## src/rtl/uart_pkg.sv

```systemverilog
// Shared definitions for the UART receiver: FSM states, oversampling
// constants and small bit-level helper functions.
package uart_pkg;

    typedef enum logic [2:0] {
        ST_IDLE   = 3'd0,
        ST_START  = 3'd1,
        ST_DATA   = 3'd2,
        ST_PARITY = 3'd3,
        ST_STOP   = 3'd4
    } rx_state_e;

    localparam int unsigned TICKS_PER_BIT = 16;
    localparam logic [3:0]  TICK_LAST     = 4'(TICKS_PER_BIT - 1);
    localparam logic [3:0]  SAMPLE_LO     = 4'd7;
    localparam logic [3:0]  SAMPLE_MID    = 4'd8;
    localparam logic [3:0]  SAMPLE_HI     = 4'd9;
    localparam logic [3:0]  STOP_EXIT     = 4'd9;

    function automatic logic majority3(input logic [2:0] v);
        return (v[0] & v[1]) | (v[0] & v[2]) | (v[1] & v[2]);
    endfunction

    // High when data plus received parity bit disagree with the selected sense.
    function automatic logic parity_mismatch(input logic [7:0] data,
                                             input logic       par_bit,
                                             input logic       odd);
        return ((^data) ^ par_bit) != odd;
    endfunction

endpackage

```

## src/rtl/uart_rx_sync.sv

```systemverilog
// Metastability synchronizer for the asynchronous rxd line plus a
// falling-edge detector on the synchronized value.
module uart_rx_sync #(
    parameter int SYNC_STAGES = 2
) (
    input  logic clk,
    input  logic rst,
    input  logic rxd,
    output logic rxd_sync,
    output logic rxd_fall
);

    logic [SYNC_STAGES-1:0] sync_q, sync_d;
    logic                   edge_q, edge_d;

    // Shift the raw line in; the edge flop keeps the previous synchronized value.
    always_comb begin
        sync_d = {sync_q[SYNC_STAGES-2:0], rxd};
        edge_d = sync_q[SYNC_STAGES-1];
    end

    // Reset to the idle-high level so release never looks like a start edge.
    always_ff @(posedge clk or negedge rst) begin
        if (!rst) begin
            sync_q <= {SYNC_STAGES{1'b1}};
            edge_q <= 1'b1;
        end else begin
            sync_q <= sync_d;
            edge_q <= edge_d;
        end
    end

    assign rxd_sync = sync_q[SYNC_STAGES-1];
    assign rxd_fall = edge_q & ~sync_q[SYNC_STAGES-1];

endmodule

```

## src/rtl/uart_rx.sv

```systemverilog
// 16x oversampling UART receiver with optional parity, 2-of-3 majority
// voting per bit and a single-entry holding register with overrun flag.
module uart_rx
    import uart_pkg::*;
#(
    parameter int SYNC_STAGES = 2
) (
    input  logic       clk,
    input  logic       rst,
    input  logic       en,
    input  logic       baud16,
    input  logic       rxd,
    input  logic       parity_en,
    input  logic       parity_odd,
    output logic [7:0] rx_data,
    output logic       rx_valid,
    input  logic       rx_ready,
    output logic       frame_err,
    output logic       parity_err,
    output logic       overrun,
    input  logic       ovr_clr
);

    rx_state_e  state_q, state_d;
    logic [3:0] tick_cnt_q, tick_cnt_d;
    logic [2:0] bit_cnt_q, bit_cnt_d;
    logic [7:0] shift_q, shift_d;
    logic [2:0] samp_q, samp_d;
    logic       par_err_q, par_err_d;
    logic       baud16_d_q;
    logic [7:0] rx_data_q, rx_data_d;
    logic       rx_valid_q, rx_valid_d;
    logic       frame_err_q, frame_err_d;
    logic       parity_err_q, parity_err_d;
    logic       overrun_q, overrun_d;

    logic       rxd_s, rxd_fall_s, tick_s, vote_s, load_s;

    uart_rx_sync #(.SYNC_STAGES(SYNC_STAGES)) u_sync (
        .clk      (clk),
        .rst      (rst),
        .rxd      (rxd),
        .rxd_sync (rxd_s),
        .rxd_fall (rxd_fall_s)
    );

    assign tick_s = baud16 & ~baud16_d_q;

    // Receive FSM: oversample counting, voting, shifting and load request.
    always_comb begin
        state_d    = state_q;
        tick_cnt_d = tick_cnt_q;
        bit_cnt_d  = bit_cnt_q;
        shift_d    = shift_q;
        samp_d     = samp_q;
        par_err_d  = par_err_q;
        load_s     = 1'b0;
        // STOP decides on its last sample tick, so that sample is taken live.
        vote_s     = (state_q == ST_STOP) ? majority3({rxd_s, samp_q[1:0]})
                                          : majority3(samp_q);
        if (!en) begin
            state_d    = ST_IDLE;
            tick_cnt_d = 4'd0;
        end else if (state_q == ST_IDLE) begin
            if (rxd_fall_s) begin
                state_d    = ST_START;
                tick_cnt_d = 4'd0;
                par_err_d  = 1'b0;
            end else begin
                state_d    = ST_IDLE;
            end
        end else if (tick_s) begin
            tick_cnt_d = tick_cnt_q + 4'd1;
            case (tick_cnt_q)
                SAMPLE_LO:  samp_d[0] = rxd_s;
                SAMPLE_MID: samp_d[1] = rxd_s;
                SAMPLE_HI:  samp_d[2] = rxd_s;
                default:    samp_d    = samp_q;
            endcase
            case (state_q)
                ST_START: begin
                    if (tick_cnt_q == TICK_LAST) begin
                        state_d   = vote_s ? ST_IDLE : ST_DATA;
                        bit_cnt_d = 3'd0;
                    end else begin
                        state_d   = ST_START;
                    end
                end
                ST_DATA: begin
                    if (tick_cnt_q == TICK_LAST) begin
                        shift_d[bit_cnt_q] = vote_s;
                        bit_cnt_d          = bit_cnt_q + 3'd1;
                        if (bit_cnt_q == 3'd7) begin
                            state_d = parity_en ? ST_PARITY : ST_STOP;
                        end else begin
                            state_d = ST_DATA;
                        end
                    end else begin
                        state_d = ST_DATA;
                    end
                end
                ST_PARITY: begin
                    if (tick_cnt_q == TICK_LAST) begin
                        par_err_d = parity_mismatch(shift_q, vote_s, parity_odd);
                        state_d   = ST_STOP;
                    end else begin
                        state_d   = ST_PARITY;
                    end
                end
                ST_STOP: begin
                    if (tick_cnt_q == STOP_EXIT) begin
                        load_s  = 1'b1;
                        state_d = ST_IDLE;
                    end else begin
                        state_d = ST_STOP;
                    end
                end
                default: state_d = ST_IDLE;
            endcase
        end else begin
            state_d = state_q;
        end
    end

    // Holding register, consumer handshake and sticky overrun.
    always_comb begin
        rx_data_d    = rx_data_q;
        frame_err_d  = frame_err_q;
        parity_err_d = parity_err_q;
        rx_valid_d   = rx_valid_q;
        overrun_d    = overrun_q;
        if (load_s) begin
            rx_data_d    = shift_q;
            frame_err_d  = ~vote_s;
            parity_err_d = parity_en & par_err_q;
            rx_valid_d   = 1'b1;
        end else if (rx_valid_q && rx_ready) begin
            rx_valid_d   = 1'b0;
        end else begin
            rx_valid_d   = rx_valid_q;
        end
        if (load_s && rx_valid_q && !rx_ready) begin
            overrun_d = 1'b1;
        end else if (ovr_clr) begin
            overrun_d = 1'b0;
        end else begin
            overrun_d = overrun_q;
        end
    end

    // State and output registers.
    always_ff @(posedge clk or negedge rst) begin
        if (!rst) begin
            state_q      <= ST_IDLE;
            tick_cnt_q   <= 4'd0;
            bit_cnt_q    <= 3'd0;
            shift_q      <= 8'd0;
            samp_q       <= 3'd0;
            par_err_q    <= 1'b0;
            baud16_d_q   <= 1'b0;
            rx_data_q    <= 8'd0;
            rx_valid_q   <= 1'b0;
            frame_err_q  <= 1'b0;
            parity_err_q <= 1'b0;
            overrun_q    <= 1'b0;
        end else begin
            state_q      <= state_d;
            tick_cnt_q   <= tick_cnt_d;
            bit_cnt_q    <= bit_cnt_d;
            shift_q      <= shift_d;
            samp_q       <= samp_d;
            par_err_q    <= par_err_d;
            baud16_d_q   <= baud16;
            rx_data_q    <= rx_data_d;
            rx_valid_q   <= rx_valid_d;
            frame_err_q  <= frame_err_d;
            parity_err_q <= parity_err_d;
            overrun_q    <= overrun_d;
        end
    end

    assign rx_data    = rx_data_q;
    assign rx_valid   = rx_valid_q;
    assign frame_err  = frame_err_q;
    assign parity_err = parity_err_q;
    assign overrun    = overrun_q;

endmodule

```

## config.mk

```make
export PLATFORM = sky130hd
export DESIGN_NAME = uart_rx
export DESIGN_NICKNAME = d
export VERILOG_FILES = /design/src/rtl/uart_pkg.sv /design/src/rtl/uart_rx_sync.sv /design/src/rtl/uart_rx.sv
export SDC_FILE = /design/constraint.sdc
export NUM_CORES = 1
export LEC_CHECK = 0
export ABC_AREA = 0
export CAP_MARGIN = 15
export CORE_ASPECT_RATIO = 0.75
export CORE_MARGIN = 1.5
export CORE_UTILIZATION = 49
export CTS_CLUSTER_DIAMETER = 120
export DETAILED_ROUTE_END_ITERATION = 7
export PLACE_DENSITY = 0.77
export SLEW_MARGIN = 20
export SYNTH_ARGS = -nofsm -noshare
export SYNTH_HDL_FRONTEND = slang
export SYNTH_SLANG_ARGS = --single-unit
```

## constraint.sdc

```tcl
create_clock -name clk -period 1.7 [get_ports clk]
set_input_delay 0.255 -clock clk [delete_from_list [all_inputs] [get_ports clk]]
set_output_delay 0.255 -clock clk [all_outputs]
set_load 0.02 [all_outputs]
```

==> results of run 1 <==
## layer usage
metal	routed length (um)	part of all wire
met2	2287	0.49
met1	2155	0.46
met4	75	0.016
met5	0	0
met3	196	0.042
## critical path, cell delays in order, from the launching register on
cell	delay (ps)
dfrtp_2	460
nor3b_4	330
mux2i_2	330
o21ai_4	150
buf_4	170
o31ai_2	190
## area by class of cell
| type | instances | area share |
|---|---|---|
| Sequential cell | 38 | 0.3643 |
| Multi-Input combinational cell | 132 | 0.4162 |
| Inverter | 5 | 0.007143 |
| Tap cell | 52 | 0.02476 |
| Clock buffer | 8 | 0.03429 |
| Timing Repair Buffer | 44 | 0.1533 |
## state kept, by name, indices dropped and copies added, names as in the netlist, 2 cells and up
register / flops
samp_q: 3
shift_q: 8
tick_cnt_q: 4
state_q: 3
bit_cnt_q: 3
rx_data: 8
u_sync.sync_q: 2
## cells in the final DEF (no fill, tap or decap), drive strengths merged, types with 3 or more instances in the layout
cell,count
a21oi,4
a31oi,3
and2,3
buf,24
clkbuf,8
clkdlybuf4s50,19
dfrtp,35
dfstp,3
ha,5
inv,5
mux2,13
mux2i,3
nand2,13
nand2b,6
nand3,6
nor2,9
nor2b,7
nor3,4
o21ai,21
o31ai,7
xnor2,5
## repair_timing
action | CTS | global route
setup buffers | 0 | 3
hold buffers | 1 | 0
endpoints found under the setup margin | 4 | 21
hold endpoints to repair | 17 | 0
gates resized for setup | 2 | 19
pin swaps | 1 | 4
## worst min path at each step
stage	startpoint	end	slack [ps]	cells after the start
2_1_floorplan	rst	baud16_d_q	-40	0
3_3_place_gp	rst	overrun	210	1
3_5_place_dp	rst	overrun	220	1
4_1_cts	rxd	u_sync.sync_q[0]	360	1
5_1_grt	rxd	u_sync.sync_q[0]	370	1
6_report	u_sync.sync_q[0]	u_sync.sync_q[1]	360	0
## cells by family (layout without fill, tap and decap cells)
kind of cell,count (synthesis),after routing,synth area share
buf+inv,11,57,0.02850
xor+xnor,8,8,0.04151
simple gates,58,58,0.1822
flops,38,38,0.4727
mux,16,16,0.09851
fa+ha+maj,5,5,0.03098
compound gates,45,45,0.1456
## where the power goes
group	switching, mW	leakage (nW)	total [mW]	internal, mW
Clock	0.314	0.0455	0.644	0.331
Sequential	0.00881	0.509	0.923	0.914
Combinational	0.0654	0.596	0.121	0.0559
Total	0.388	1.15	1.69	1.30
## through the flow
step                area [sq um]  utilization  setup WS [ps]
floorplan                   2024            -          2.691
detailed placement          2429       0.6385         -254.7
global placement            2429       0.6385         -155.8
finish                      2628       0.6908         -11.54
CTS                         2540       0.6678          2.522
global route                2628       0.6908         -75.31
==> flow_metrics.py, run 1 <==
metrics = {
    "outcome": {
        "run_status": "finished with violations",
        "violations": "setup timing",
    },
    "pwr": {
        "fin_total_pwr_mw": 1.689,
        "leakage_nw": 1.150,
        "power_density_nw_per_um2": 642.7,
        "ir_drop_v": 0.0004520,
    },
    "die": {
        "boundaryPins": 21,
        "start_util": 0.5309,
        "core_area_sq_um": 3804,
        "die_h_um": 58.60,
        "rows": 19,
        "dieWidth_um": 77.13,
        "die_area_sq_um": 4519,
    },
    "worst_setup_path": {
        "ff2ff_setup_slack_ps": -10,
        "critical_path.max_fanout": 7,
        "critPathKind": "flip-flop to flip-flop",
        "cp-end-kind": "flip-flop",
        "cp-start-kind": "flip-flop",
        "crit_arrival_ps": 1930,
        "crit_start": "state_q[0]",
        "critPathCapture": "shift_q[6]",
        "reg2reg_from": "state_q[0]",
        "worstRegToRegCells": 5,
        "required_ps": 1910,
        "r2r_end": "shift_q[6]",
    },
    "finish": {
        "multiInputGateArea_sq_um": 1094,
        "drive_gt1_frac": 0.3172,
        "seqCellArea_sq_um": 957.2,
        "fill_cells": 259,
        "layout.nets": 240,
        "stdcell_count": 279,
        "diodes": 0,
        "areaGrowthSynthToFinish_pct": 30.11,
    },
    "drt": {
        "wl_per_cell_um": 16.90,
        "drc": 0,
        "drt-pass1-iter-count": 4,
        "vias": 1579,
        "drt-initial-drc-count": 129,
        "antenna_left": 0,
        "viasPerCell": 5.659,
        "wirelength_um": 4715,
    },
    "global_route": {
        "antenna_found_initial": 0,
        "track_usage": 0.2299,
        "grt_first_pass_wirelength_um": 7838,
        "grt_max_degree": 22,
        "grt_pass1_vias": 1604,
        "grt.busiest_layer": "met2",
        "grt_remaining_overflow": 0,
        "use_met2": 0.3759,
        "met1_usage": 0.2992,
        "use_met3": 0.06822,
    },
    "synth": {
        "synthArstFlopShare": 1.000,
        "synth_area_per_cell_sq_um": 11.16,
        "synth_seq_cells": 38,
        "synth_edf_count": 0,
        "synthDistinctLibCells": 50,
        "syn_inst": 181,
        "synth_top_cells_by_count": "35 x dfrtp_1, 18 x o21ai_0, 13 x nand2_1, 7 x nor2_1, 7 x nor2b_1",
        "synth_area_leaders": "dfrtp_1 43%, o21ai_0 4.5%, mux2_4 4.5%, dfstp_2 3.9%, mux2_2 3.3%",
        "synthFlopType": "dfrtp_1",
        "synth_top_area_cell": "dfrtp_1",
        "yosysMostFrequentCell": "dfrtp_1",
        "synth_nets": 195,
        "synth_warnings": 0,
        "seq_area_frac_synth": 0.4727,
        "yosysTopAreaCellShare": 0.4337,
        "syn_area_sq_um": 2019,
    },
    "clocking": {
        "clkLatencyLatePin_ps": 300,
        "tritoncts": "yes",
        "numClockSinks": 38,
        "cts-root-buf": "clkbuf_8",
        "clk_path_buf_depth": 2,
        "cts_buffers": 5,
        "htree_num_levels": 2,
        "path_clk_slew_ps": 70,
    },
    "sta": {
        "fin_crit_sh": 1.007,
        "setup_tns_ps": -11.54,
        "setup_violations": 1,
        "rsz0062_at_grt": "true",
        "fmax_ghz": 0.5843,
        "skew_ps": 7.059,
        "finalWorstSetupSlack_ps": -11.54,
        "worst_slew_pin_slew_ps": 451.9,
        "slew_viol_final": 0,
        "hold_ws_ps": 360.1,
        "layout_min_cycle_time_ps": 1712,
        "relSlewSlack": 0.6988,
        "hold_viol_final": 0,
    },
    "placed_design": {
        "place.gp.congestion": 1.007,
        "dpl.hpwl_um": 3230,
        "port_buffers": 20,
        "dp.cells": 268,
    },
    "hold_path": {
        "worstHoldPathType": "flip-flop to flip-flop",
    },
    "run": {
        "maxCapViolations": 0,
    },
}
No activity file was read; power rests on OpenSTA's default activity.
==> run 2, diff against run 1 <==
Settings changed: GPL_TIMING_DRIVEN set to 0, SYNTH_HIERARCHICAL set to 1, TNS_END_PERCENT set to 5.
==> run 2 against run 1 <==
Compared with the run above: the run still ends with setup timing left; setup slack lost 320 ps; power grew 18%; first-iteration DRC count grew 26%; clock skew grew 2.2 ps; clock power grew 49%; synthesized area shrank 2.2%; die area shrank 2.1%; sequential cell count is the same; register-to-register slack lost 320 ps; via count shrank 0.95%; highest routed layer unchanged; sequential power is essentially flat; routed wire length shrank 2.1%.
==> flow_metrics.py, run 2 <==
metrics = {
    "drt": {
        "wl_per_cell_um": 16.97,
        "drt-pass1-iter-count": 4,
        "drc": 0,
        "drt-initial-drc-count": 163,
        "vias": 1564,
        "antenna_left": 0,
        "wirelength_um": 4615,
        "viasPerCell": 5.750,
    },
    "finish": {
        "drive_gt1_frac": 0.2727,
        "design_area_sq_um": 2551,
        "stdcell_count": 272,
        "final_common_cell": "dfrtp_1",
        "areaGrowthSynthToFinish_pct": 29.13,
        "diodes": 0,
        "layout.nets": 233,
        "layout_common_cells": "32 x dfrtp_1, 21 x nand2_1, 18 x clkdlybuf4s50_1",
    },
    "sta": {
        "fin_crit_sh": 1.193,
        "rsz0062_at_grt": "true",
        "skew_ps": 9.258,
        "layout_min_cycle_time_ps": 2029,
        "finalWorstSetupSlack_ps": -328.6,
        "fmax_ghz": 0.4930,
        "setup_violations": 26,
        "worst_slew_pin_slew_ps": 453.8,
        "relSlewSlack": 0.6974,
        "slew_viol_final": 0,
        "hold_viol_final": 0,
    },
    "clocking": {
        "numClockSinks": 38,
        "path_clk_slew_ps": 80,
        "cts-root-buf": "clkbuf_8",
        "clk_path_buf_depth": 2,
        "clkLatencyLatePin_ps": 300,
        "cts_buffers": 5,
        "htree_num_levels": 2,
        "tritoncts": "yes",
    },
    "placed_design": {
        "dp_slack_ps": -677.2,
        "dpl.hpwl_um": 2867,
        "dp.cells": 257,
        "placed_cell_area_sq_um": 2267,
        "port_buffers": 19,
        "place.gp.congestion": 0.8750,
    },
    "worst_setup_path": {
        "path_cells": "or3b_4 -> mux2_4 -> maj3_2 -> buf_6 -> mux2_2",
        "critPathKind": "flip-flop to flip-flop",
        "crit_arrival_ps": 2210,
        "ff2ff_setup_slack_ps": -330,
        "worstRegToRegCells": 5,
        "crit_start": "state_q[1]",
        "critPathCapture": "shift_q[2]",
        "required_ps": 1880,
        "critical_path.max_fanout": 5,
        "r2r_end": "shift_q[2]",
        "cp_slowest_cell": "dfrtp_2",
        "reg2reg_from": "state_q[1]",
        "cp-start-kind": "flip-flop",
        "slowest_delay_ps": 430,
        "cp-end-kind": "flip-flop",
    },
    "synth": {
        "synth_nets": 199,
        "synthDistinctLibCells": 44,
        "synthFlopType": "dfrtp_1",
        "synth_area_leaders": "dfrtp_1 44%, mux2_2 6.3%, mux2_1 4.6%, nand2_1 4.2%, dfstp_2 4.0%",
        "synth_seq_cells": 38,
        "synth_area_per_cell_sq_um": 10.68,
        "synth_edf_count": 0,
        "syn_inst": 185,
        "synth_top_area_cell": "dfrtp_1",
        "synth_top_cells_by_count": "35 x dfrtp_1, 22 x nand2_1, 11 x mux2_2, 11 x o21ai_0, 9 x nand3_1",
        "seq_area_frac_synth": 0.4832,
        "synth_warnings": 6,
        "yosysMostFrequentCell": "dfrtp_1",
        "synthArstFlopShare": 1.000,
        "syn_area_sq_um": 1976,
        "yosysTopAreaCellShare": 0.4433,
    },
    "pwr": {
        "ir_drop_v": 0.0004786,
        "leakage_nw": 1.133,
        "power_density_nw_per_um2": 783.8,
    },
    "die": {
        "core_area_sq_um": 3756,
        "boundaryPins": 21,
        "dieWidth_um": 76.32,
        "start_util": 0.5260,
        "die_area_sq_um": 4426,
        "die_h_um": 57.99,
        "rows": 19,
    },
    "run": {
        "maxCapViolations": 0,
    },
    "hold_path": {
        "worstHoldPathType": "input port to flip-flop",
    },
    "outcome": {
        "run_status": "finished with violations",
        "violations": "setup timing",
    },
    "global_route": {
        "grt_pass1_vias": 1581,
        "grt_max_degree": 32,
        "antenna_found_initial": 0,
        "track_usage": 0.2266,
        "grt_first_pass_wirelength_um": 7569,
        "grt_remaining_overflow": 0,
    },
}
==> run 2: changes by cell type in the layout (fill, tap and decap cells not counted), moves of 3 or more <==
cell | before | now
mux2_1 | 0 | 8
nand2_1 | 13 | 21
nand2b_1 | 6 | 2
o21ai_1 | 6 | 3
o21ai_0 | 14 | 11
buf_4 | 21 | 9
==> run 2: area by class of cell <==
type                    instances  area [sq um]
plain buffers                   9         57.56
clock inverters                 2         60.06
fillers                       278          1205
flip-flops and latches         38         958.4
well taps                      52         65.06
multi-input cells             131          1026
clock buffers                   6         82.58
repair buffers                 30         286.5
inverters                       4         15.01
==> run 2: repair_timing <==
| item | in CTS | in global routing |
|---|---|---|
| endpoints found under the hold margin | 7 | 0 |
| setup endpoints to repair | 28 | 33 |
| gates cloned | 1 | 0 |
| gates resized for setup | 19 | 5 |
| pin swaps | 7 | 2 |
| hold buffers | 1 | 0 |
| setup buffers | 7 | 1 |
==> run 2: cells by family after synthesis <==
logic type | count (synthesis) | synth area share
AND/OR/NAND/NOR | 67 | 0.1849
adder cells (fa/ha/maj) | 6 | 0.03737
multiplexers | 23 | 0.1311
buffers and inverters | 16 | 0.03990
flip-flops | 38 | 0.4832
XOR/XNOR | 8 | 0.04243
AO/OA/AOI/OAI | 27 | 0.08106
==> run 2: worst min-delay path by stage <==
stage                     startpoint               end  slack, ps  cells after the start
floorplan                        rst        baud16_d_q        -40                      0
global placement    u_sync/sync_q[0]  u_sync/sync_q[1]        350                      0
detailed placement               rst     tick_cnt_q[0]        130                      1
CTS                               en        state_q[0]        310                      2
global route                      en        state_q[0]        330                      2
finish                            en        state_q[0]        320                      2
==> run 2: stage by stage <==
stage / utilization / total power [mW] / setup TNS, ps / hold WS, ps
after floorplan: - / 0.9861 / -4274 / -40.59
after global placement: 0.5996 / 1.031 / -27550 / 346.5
after detailed placement: 0.6036 / 1.040 / -11410 / 126.0
after CTS: 0.6716 / 2.005 / -4763 / 309.5
after global routing: 0.6792 / 2.059 / -6276 / 331.2
final: 0.6792 / 2.000 / -5164 / 316.2
==> run 2: metal layers <==
layer | vias up | track usage | part of all wire
met1 | 783 | 0.2898 | 0.44
met2 | 56 | 0.3776 | 0.48
li1 | 714 | - | -
met4 | 0 | 0.09788 | 0.020
met3 | 11 | 0.05197 | 0.055
met5 | - | 0 | 0
==> run 2: worst max-delay path, delay by kind of cell, from the launching register on <==
kind	cells	cell delay (ps)
multiplexers	2	570
flip-flops	1	430
AND/OR/NAND/NOR	1	430
adder cells (fa/ha/maj)	1	350
buffers and inverters	1	150
==> run 2: power breakdown <==
group | internal, mW | total (mW) | switching [mW]
clock network | 0.626 | 0.959 | 0.333
logic | 0.0540 | 0.120 | 0.0655
registers | 0.914 | 0.921 | 0.00724
total | 1.59 | 2.00 | 0.406
==> run 3, diff against run 2 <==
Settings changed: CTS_BUF_LIST set to sky130_fd_sc_hd__clkbuf_16, RECOVER_POWER set to 25.
==> run 3 against run 2 <==
Compared with the run above: the run still ends with setup timing left; sequential power is essentially flat; first-iteration DRC count rose by 12%; core utilization rose by 0.80 points; power rose by 12%; critical path depth unchanged; maximum frequency grew 1.2%; worst hold slack improved by 12 ps; via count rose by 1.5%; largest power group unchanged; highest routed layer unchanged.
==> flow_metrics.py, run 3 (synthesis gave the netlist of run 2 again) <==
metrics = {
    "global_route": {
        "grt_remaining_overflow": 0,
        "grt_pass1_vias": 1628,
        "grt_max_degree": 32,
        "grt_first_pass_wirelength_um": 7824,
        "antenna_found_initial": 0,
        "track_usage": 0.2355,
    },
    "worst_setup_path": {
        "worstRegToRegCells": 5,
        "crit_start": "state_q[1]",
        "cp-start-kind": "flip-flop",
        "reg2reg_from": "state_q[1]",
        "critPathKind": "flip-flop to flip-flop",
        "cp-end-kind": "flip-flop",
        "required_ps": 1860,
        "critical_path.max_fanout": 5,
        "ff2ff_setup_slack_ps": -310,
        "r2r_end": "shift_q[2]",
        "critPathCapture": "shift_q[2]",
        "crit_arrival_ps": 2170,
    },
    "clocking": {
        "clk_path_buf_depth": 2,
        "cts_buffers": 5,
        "tritoncts": "yes",
        "path_clk_slew_ps": 60,
        "cts-root-buf": "clkbuf_16",
        "numClockSinks": 38,
        "htree_num_levels": 2,
        "clkLatencyLatePin_ps": 280,
    },
    "placed_design": {
        "port_buffers": 19,
        "dp.cells": 257,
        "dp_slack_ps": -677.2,
        "placed_cell_area_sq_um": 2267,
        "place.gp.congestion": 0.8750,
        "dpl.hpwl_um": 2867,
    },
    "sta": {
        "skew_ps": 5.614,
        "worst_slew_pin_slew_ps": 680.0,
        "rsz0062_at_grt": "true",
        "finalWorstSetupSlack_ps": -305.5,
        "fmax_ghz": 0.4986,
        "slew_viol_final": 0,
        "setup_tns_ps": -4388,
        "relSlewSlack": 0.5466,
        "layout_min_cycle_time_ps": 2005,
        "hold_viol_final": 0,
        "fin_crit_sh": 1.180,
        "setup_violations": 24,
    },
    "die": {
        "die_area_sq_um": 4426,
        "core_area_sq_um": 3756,
        "start_util": 0.5260,
        "rows": 19,
        "die_h_um": 57.99,
        "dieWidth_um": 76.32,
        "boundaryPins": 21,
    },
    "drt": {
        "wirelength_um": 4783,
        "antenna_left": 0,
        "vias": 1587,
        "drt-initial-drc-count": 183,
        "drc": 0,
        "drt-pass1-iter-count": 6,
        "viasPerCell": 5.856,
        "wl_per_cell_um": 17.65,
    },
    "finish": {
        "design_area_sq_um": 2581,
        "diodes": 0,
        "layout_common_cells": "32 x dfrtp_1, 21 x nand2_1, 16 x clkdlybuf4s50_1",
        "fill_cells": 276,
        "areaGrowthSynthToFinish_pct": 30.65,
        "stdcell_count": 271,
        "drive_gt1_frac": 0.2603,
        "final_common_cell": "dfrtp_1",
        "layout.nets": 232,
    },
    "run": {
        "maxCapViolations": 0,
    },
    "outcome": {
        "violations": "setup timing",
        "run_status": "finished with violations",
    },
    "pwr": {
        "leakage_nw": 1.137,
        "ir_drop_v": 0.0006059,
        "power_density_nw_per_um2": 867.0,
    },
    "hold_path": {
        "worstHoldPathType": "input port to flip-flop",
    },
}
[run 3: cell types whose count changed in the layout (fill, tap and decap cells not counted), moves of 2 or more]
| cell | before | now |
|---|---|---|
| clkdlybuf4s50_1 | 18 | 16 |
| clkbuf_16 | 0 | 5 |
| clkbuf_8 | 7 | 1 |
| buf_4 | 9 | 7 |
[run 3: final cells by class]
cell class | instances | area [sq um] | share of cell area
multi-input cells | 131 | 1030 | 0.3989
flip-flops and latches | 38 | 958.4 | 0.3713
repair buffers | 29 | 262.8 | 0.1018
clock buffers | 5 | 125.1 | 0.04847
well taps | 52 | 65.06 | 0.02521
clock inverters | 3 | 63.81 | 0.02472
plain buffers | 9 | 61.31 | 0.02375
inverters | 4 | 15.01 | 0.005817
[run 3: routing by layer]
layer  track usage  vias to the layer above  share of wire
li1              -                      714              -
met1        0.2913                      769           0.42
met2        0.3776                       85           0.47
met3       0.07717                       19          0.079
met4        0.1190                        0          0.038
met5             0                        -              0
[run 3: timing repair]
item                                    in CTS  in global routing
endpoints found under the hold margin        7                  0
resized for setup                           19                  8
gates cloned                                 1                  0
hold buffers                                 1                  0
endpoints found under the setup margin      28                 33
setup buffers                                7                  0
pin swaps                                    6                  3
[run 3: power breakdown]
part | leakage, nW | internal, mW | switching, mW | total, mW
sequential | 0.507 | 0.915 | 0.00731 | 0.923
clock | 0.0915 | 0.835 | 0.362 | 1.20
combinational | 0.539 | 0.0494 | 0.0688 | 0.118
total | 1.14 | 1.80 | 0.438 | 2.24
[run 3: worst max-delay path: stages, from the launching register on]
cell and delay [ps]:
dfrtp_2 410, or3b_4 430, mux2_4 310, maj3_2 340
buf_6 140, mux2_2 260
[run 3: worst min path at each step]
stage                           from          endpoint  slack [ps]  cells after the start
floorplan                        rst        baud16_d_q         -40                      0
global placement    u_sync/sync_q[0]  u_sync/sync_q[1]         350                      0
detailed placement               rst     tick_cnt_q[0]         130                      1
CTS                               en        state_q[0]         320                      2
global route                      en        state_q[0]         340                      2
finish                            en        state_q[0]         330                      2
[run 3: through the flow]
stage               total power [mW]    util  hold WS, ps
floorplan                     0.9861       -       -40.59
global placement               1.031  0.5996        346.5
detailed placement             1.040  0.6036        126.0
CTS                            2.249  0.6839        322.7
global route                   2.309  0.6872        342.3
finish                         2.238  0.6872        327.8
